### config.mk
export PLATFORM = sky130hd
export DESIGN_NAME = serial_adder
export DESIGN_NICKNAME = d
export VERILOG_FILES = /design/src/rtl/serial_adder.sv
export SDC_FILE = /design/constraint.sdc
export NUM_CORES = 1
export LEC_CHECK = 0
export ABC_AREA = 0
export BUFFER_PORTS_ARGS = -buffer_cell sky130_fd_sc_hd__buf_2
export CELL_PAD_IN_SITES_DETAIL_PLACEMENT = 1
export CELL_PAD_IN_SITES_GLOBAL_PLACEMENT = 1
export CORE_MARGIN = 3
export CORE_UTILIZATION = 44
export CTS_CLUSTER_DIAMETER = 60
export CTS_CLUSTER_SIZE = 40
export DETAILED_ROUTE_END_ITERATION = 6
export PLACE_DENSITY = 0.77
export SYNTH_ARGS = -nofsm -noshare
export SYNTH_HDL_FRONTEND = slang
export SYNTH_SLANG_ARGS = --single-unit
### constraint.sdc
create_clock -name clk -period 1.94 [get_ports clk]
set_input_delay 0.388 -clock clk [delete_from_list [all_inputs] [get_ports clk]]
set_output_delay 0.388 -clock clk [all_outputs]
set_load 0.01 [all_outputs]
### src/rtl/serial_adder.sv
// Bit-serial adder: one full-adder stage, LSB first, WIDTH+1 cycles per op.
// Define SERIAL_ADDER_SUB_EN to add the sub port (a-b via ~b and carry-in 1).
module serial_adder #(
  parameter  int WIDTH = 8,
  localparam int CW    = $clog2(WIDTH + 1)
) (
  input  logic             clk,
  input  logic             rst_n,
  input  logic             start,
  input  logic [WIDTH-1:0] a,
  input  logic [WIDTH-1:0] b,
  input  logic             cin,
`ifdef SERIAL_ADDER_SUB_EN
  input  logic             sub,
`endif
  output logic             busy,
  output logic             done,
  output logic [WIDTH-1:0] sum,
  output logic             cout,
  output logic             ovf
);

  localparam logic [1:0] S_IDLE = 2'd0;
  localparam logic [1:0] S_RUN  = 2'd1;
  localparam logic [1:0] S_DONE = 2'd2;

  logic [1:0]       state_q, state_d;
  logic [WIDTH-1:0] a_sr_q, a_sr_d;
  logic [WIDTH-1:0] b_sr_q, b_sr_d;
  logic [WIDTH-1:0] sum_sr_q, sum_sr_d;
  logic [CW-1:0]    cnt_q, cnt_d;
  logic             carry_q, carry_d;
  logic [WIDTH-1:0] sum_q, sum_d;
  logic             cout_q, cout_d;
  logic             ovf_q, ovf_d;

  logic             s_bit;
  logic             c_nxt;
  logic             last;
  logic [WIDTH-1:0] b_ld;
  logic             c_ld;

`ifdef SERIAL_ADDER_SUB_EN
  assign b_ld = sub ? ~b : b;
  assign c_ld = sub ? 1'b1 : cin;
`else
  assign b_ld = b;
  assign c_ld = cin;
`endif

  assign s_bit = a_sr_q[0] ^ b_sr_q[0] ^ carry_q;
  assign c_nxt = (a_sr_q[0] & b_sr_q[0])
               | (a_sr_q[0] & carry_q)
               | (b_sr_q[0] & carry_q);
  assign last  = (cnt_q == CW'(WIDTH - 1));

  always_comb begin
    state_d  = state_q;
    a_sr_d   = a_sr_q;
    b_sr_d   = b_sr_q;
    sum_sr_d = sum_sr_q;
    cnt_d    = cnt_q;
    carry_d  = carry_q;
    sum_d    = sum_q;
    cout_d   = cout_q;
    ovf_d    = ovf_q;
    unique case (state_q)
      S_IDLE, S_DONE: begin
        if (start) begin
          state_d = S_RUN;
          a_sr_d  = a;
          b_sr_d  = b_ld;
          carry_d = c_ld;
          cnt_d   = '0;
        end else begin
          state_d = S_IDLE;
        end
      end
      S_RUN: begin
        sum_sr_d = {s_bit, sum_sr_q[WIDTH-1:1]};
        a_sr_d   = {1'b0, a_sr_q[WIDTH-1:1]};
        b_sr_d   = {1'b0, b_sr_q[WIDTH-1:1]};
        carry_d  = c_nxt;
        cnt_d    = cnt_q + CW'(1);
        if (last) begin
          // carry_q is the carry into the MSB on this final bit
          state_d = S_DONE;
          sum_d   = {s_bit, sum_sr_q[WIDTH-1:1]};
          cout_d  = c_nxt;
          ovf_d   = carry_q ^ c_nxt;
        end
      end
      default: state_d = S_IDLE;
    endcase
  end

  always_ff @(posedge clk or negedge rst_n) begin
    if (!rst_n) begin
      state_q  <= S_IDLE;
      a_sr_q   <= '0;
      b_sr_q   <= '0;
      sum_sr_q <= '0;
      cnt_q    <= '0;
      carry_q  <= 1'b0;
      sum_q    <= '0;
      cout_q   <= 1'b0;
      ovf_q    <= 1'b0;
    end else begin
      state_q  <= state_d;
      a_sr_q   <= a_sr_d;
      b_sr_q   <= b_sr_d;
      sum_sr_q <= sum_sr_d;
      cnt_q    <= cnt_d;
      carry_q  <= carry_d;
      sum_q    <= sum_d;
      cout_q   <= cout_d;
      ovf_q    <= ovf_d;
    end
  end

  assign busy = (state_q == S_RUN);
  assign done = (state_q == S_DONE);
  assign sum  = sum_q;
  assign cout = cout_q;
  assign ovf  = ovf_q;

endmodule

-- Word-level counts from Yosys, hierarchy flattened
Index checks and enable logic that the tools add are counted.
- register bits after elaboration: 41
- bits in latches: 0
- bits in writable memories: 0
- memory bits (read-only): 0
- bits of input ports: 20
- output and inout bits: 12
- memories: 0
- $add $sub $neg: 1
- multiply operators: 0
- divide/modulo/power cells: 0
- $lt $le $gt $ge: 0
- equal/unequal tests: 5
- shift operators: 0
- muxes and demuxes: 11
- bitwise operators: 8
- reduce and logical (&&, ||, !) cells: 5
- operator list (kind ; count):
    case mux 8 bit (2 select lines) ; 2
    2-to-1 mux 8 bit ; 2
    case mux 4 bit (2 select lines) ; 1
    adder 4 x 1 -> 4 bit, second input constant ; 1
    equality test 4 x 3 -> 1 bit, second input constant ; 1
    2-to-1 mux 4 bit ; 1
    case mux 2 bit (2 select lines) ; 1
    AND reduction 2 bit ; 2
    bitwise AND 1 bit ; 3
    bitwise XOR 1 bit ; 3
    equality test 2 x 1 -> 1 bit, second input constant ; 1
    equality test 2 bit, second input constant ; 1
    logical NOT 2 bit ; 1
    2-to-1 mux 1 bit ; 2
    2-to-1 mux 2 bit ; 1
    != test 2 x 1 -> 1 bit, second input constant ; 1
    != test 2 bit, second input constant ; 1
    bitwise OR 1 bit ; 2
    case mux 1 bit (2 select lines) ; 1
    nonzero test 2 bit ; 1
    OR reduction 2 bit ; 1

-- Depth between registers and ports, before layout
- depth after elaboration: 4
- gate-level depth with buffers: 5

-- Worst setup path after synthesis
No wires, ideal clock.
- kind: flip-flop to flip-flop
- start: register cnt_q[0]
- end: register cout_q (netlist: cout)
- setup time: 0.125 ns
- arrival time: 1.321 ns
- required time: 1.815 ns
- slack: 0.494 ns
- cell stages (with the launch flop): 6
- path buffers: 1
- clock period less this slack: 1.446 ns
- cell sequence: dfrtp_1 -> ha_1 -> nand2_1 -> nor3b_4 -> buf_6 -> mux2_2
- longest elaborated chain between the ends: 2
- RTL lines (what ; RTL line ; text):
    from (decl) ; 31 ; logic [CW-1:0] cnt_q, cnt_d;
    from (signal assigned) ; 113 ; cnt_q <= cnt_d;
    equality test 4 x 3 -> 1 bit ; 55 ; assign last = (cnt_q == CW'(WIDTH - 1));
    AND reduction 2 bit (no source line) ; - ;
    to (signal assigned) ; 116 ; cout_q <= cout_d;
    to (decl) ; 34 ; logic cout_q, cout_d;
No other way between the ends.
A chain may end at the register's enable or synchronous reset.

-- Worst setup path in the final report
- start: register cnt_q[0]
- end: register sum_q[3] (netlist: sum[3])
- longest elaborated chain between the ends: 2
- RTL lines (what ; RTL line ; text):
    equality test 4 x 3 -> 1 bit ; 55 ;
    AND reduction 2 bit (no source line) ; - ;
    to (signal assigned) ; 115 ; sum_q <= sum_d;
    to (decl) ; 33 ; logic [WIDTH-1:0] sum_q, sum_d;
No other way between the ends.

==> out/metrics.cfg <==
[yosys]
synth_top_area_share_pct = 59.4
synthAdderAreaFrac_pct = 1.93
yosysTopAreaCell = dfrtp_1
syn_nets = 138
yosysUniqueCellTypes = 21
synth_cells = 116
synth_seq_cells = 40
syn_area_mm2 = 0.00169
synth_top_cells_by_count = 40 x dfrtp_1, 19 x a22o_1, 17 x mux2_2, 15 x a21o_1, 4 x buf_2
synth_compound_area_share_pct = 16.9
async_flop_share_pct = 100
synth_xor_area_share_pct = 1.04
synth_top_family_by_area = compound AO/OA/AOI/OAI gates
synth.most_common_cell = dfrtp_1
yosys.area_share.simple_pct = 5.05
yosysSeqAreaShare_pct = 59.4
ys.flop_type = dfrtp_1
synth_edf_count = 0
synth_area_leaders = dfrtp_1 59%, mux2_2 11%, a22o_1 9.9%, a21o_1 6.7%, buf_6 2.0%
yosysWarnings = 0
synthMuxAreaShare_pct = 12.5
avgSynthCellArea_um2 = 14.5

[placement]
place_inst = 191
dpl.hpwl_um = 2390
dp_slack_ns = 0.160
portBuffers = 31
gp_routability_congestion = 0.717

[sta]
hold_violations = 0
min_period_ns = 1.78
finalSetupTns_ns = 0
tightest_slew_ns = 0.707
drv_slew = 0
hold-worst-slack_ns = 0.0584
grt_setup_unrepaired = no
clock.fmax_mhz = 560
fin_ws_ns = 0.156
clock_skew_ns = 0.00362
relSlewSlack_pct = 52.8
finalCritPeriodShare_pct = 92.0
finalSetupViolCount = 0

[power]
power.share.sequential_pct = 43.6
switching_share_pct = 33.9
power.switching_w = 0.00115
p_int_w = 0.00224
irDropWorstVdd_v = 0.000811
power.density_mw_per_mm2 = 1700
p_leak_nw = 1.06
clockPowerShare_pct = 16.5
combPwrFrac_pct = 39.9

[global_route]
grt_util_all_layers_pct = 16.7
antenna_found_initial = 0
grt_max_degree = 22
grtUsageMet3_pct = 5.09
grt_pass1_wl_um = 5510
grt_pass1_vias = 1093
grt-ovfl-total = 0
grt-busiest-layer = met2
use_met1_pct = 21.8
grtUsageMet2_pct = 27.3

[hold_path]
hold_class = primary input to asynchronous set/reset pin

[clocking]
cts_tree = yes
worstSkewPairLatency_ns = 0.28
cts_hold_buf = 0
cts_post_setup_buffers_inserted = 0
h-tree-depth = 2
clockBufferDepth = 2
cts_sinks = 40
ctsResizeCount = 0
numCtsBuffers = 5
cts_root_buffer = clkbuf_8
path_clk_slew_ns = 0.08

[route]
via_per_inst = 5.38
wl_per_cell_um = 17.1
ant_nets = 0
routed_wl_um = 3400
initialDrtViolationCount = 36
drc_errors = 0
vias = 1070
dr.pass1.iters = 4

[critical_path]
cp.arrival_ns = 1.95
worstPathRequired_ns = 2.11
rr_startpoint = cnt_q[0]
worst_setup_path_start_kind = flop
reg2reg_to = sum[3]
reg2reg_slack_ns = 0.16
worst-path-max-fanout = 11
cp-end-kind = flop
r2r_cells = 4
worstSetupPathType = flop to flop

[status]
status = finished, final reports clean

[floorplanning]
die-height_um = 67.9
dieWidth_um = 67.9
die-area_mm2 = 0.00461
num_io_pins = 32
core_mm2 = 0.00352
rows = 21
start_util_pct = 47.9

[run]
cap_violations = 0

[final_layout]
diodes = 0
syn_to_final_growth_pct = 17.9
layout-drive-gt1-share_pct = 41.8
fin_nets = 174
finalNonFillerCells = 199

-- per-layer routing --
metal  routed length, um  vias up
li1                    -      493
met1                1520      551
met2                1750       24
met3                 124        2
met4                  17        0
met5                   0        -
-- how the worst max path moves through the flow --
stage | endpoint | startpoint | slack [ns]
after floorplan | cout | cnt_q[0] | 0.49
after CTS | sum[3] | cnt_q[0] | 0.14
after detailed placement | sum[0] | cnt_q[0] | 0.16
after global placement | sum[0] | cnt_q[0] | 0.26
after global routing | sum[3] | cnt_q[0] | 0.04
final | sum[3] | cnt_q[0] | 0.16
-- worst max-delay path: stages (launching register included) --
cell	delay, ns
dfrtp_1	0.39
ha_1	0.20
nand2_1	0.11
nor3b_4	0.55
mux2_2	0.41
-- placed cells by master (no fill, tap or decap), drive strengths merged --
master | synthesis | layout
dfrtp | 40 | 40
nand2b | 2 | 2
o21ai | 1 | 1
a21o | 15 | 15
xnor2 | 1 | 1
buf | 7 | 36
nor2 | 2 | 2
ha | 1 | 1
mux2i | 2 | 2
nand2 | 1 | 1
fa | 1 | 1
nand4 | 1 | 1
and2b | 1 | 1
nor2b | 3 | 3
nor3b | 1 | 1
mux2 | 17 | 17
a22o | 19 | 19
clkbuf | 0 | 6
clkinv | 0 | 2
xor2 | 1 | 1
-- power groups by stage --
stage	clock network [W]	logic [W]	registers, W
floorplan	0	0.000990	0.00147
global placement	0	0.00129	0.00145
detailed placement	0	0.00136	0.00148
CTS	0.000562	0.00137	0.00148
global route	0.000602	0.00149	0.00153
finish	0.000557	0.00135	0.00148
-- kinds of logic (layout without fill, tap and decap cells) --
kind of cell | after synthesis | in the layout
adder cells (fa/ha/maj) | 2 | 2
buffers and inverters | 7 | 44
AO/OA/AOI/OAI | 35 | 35
XOR/XNOR | 2 | 2
multiplexers | 19 | 19
flip-flops | 40 | 40
AND/OR/NAND/NOR | 11 | 11
-- state kept, by name, indices dropped and copies added (netlist names) --
register,cells
a_sr_q,8
b_sr_q,8
carry_q,1
cnt_q,4
cout,1
ovf,1
state_q,2
sum,8
sum_sr_q,7
-- metrics by stage --
step / power [W] / util [%] / area (um2)
finish: 0.00338 / 56.4 / 1990
global route: 0.00362 / 56.4 / 1990
floorplan: 0.00246 / - / 1690
CTS: 0.00341 / 56.4 / 1990
global placement: 0.00274 / 53.8 / 1890
detailed placement: 0.00285 / 53.8 / 1890
-- area by class of cell --
class | count | area, um2
Clock buffer | 6 | 82.6
Clock inverter | 2 | 10.0
Fill cell | 378 | 1530
Multi-Input combinational cell | 69 | 631
Sequential cell | 40 | 1000
Tap cell | 46 | 57.6
Timing Repair Buffer | 36 | 205
No activity file was read; power rests on OpenSTA's default activity.
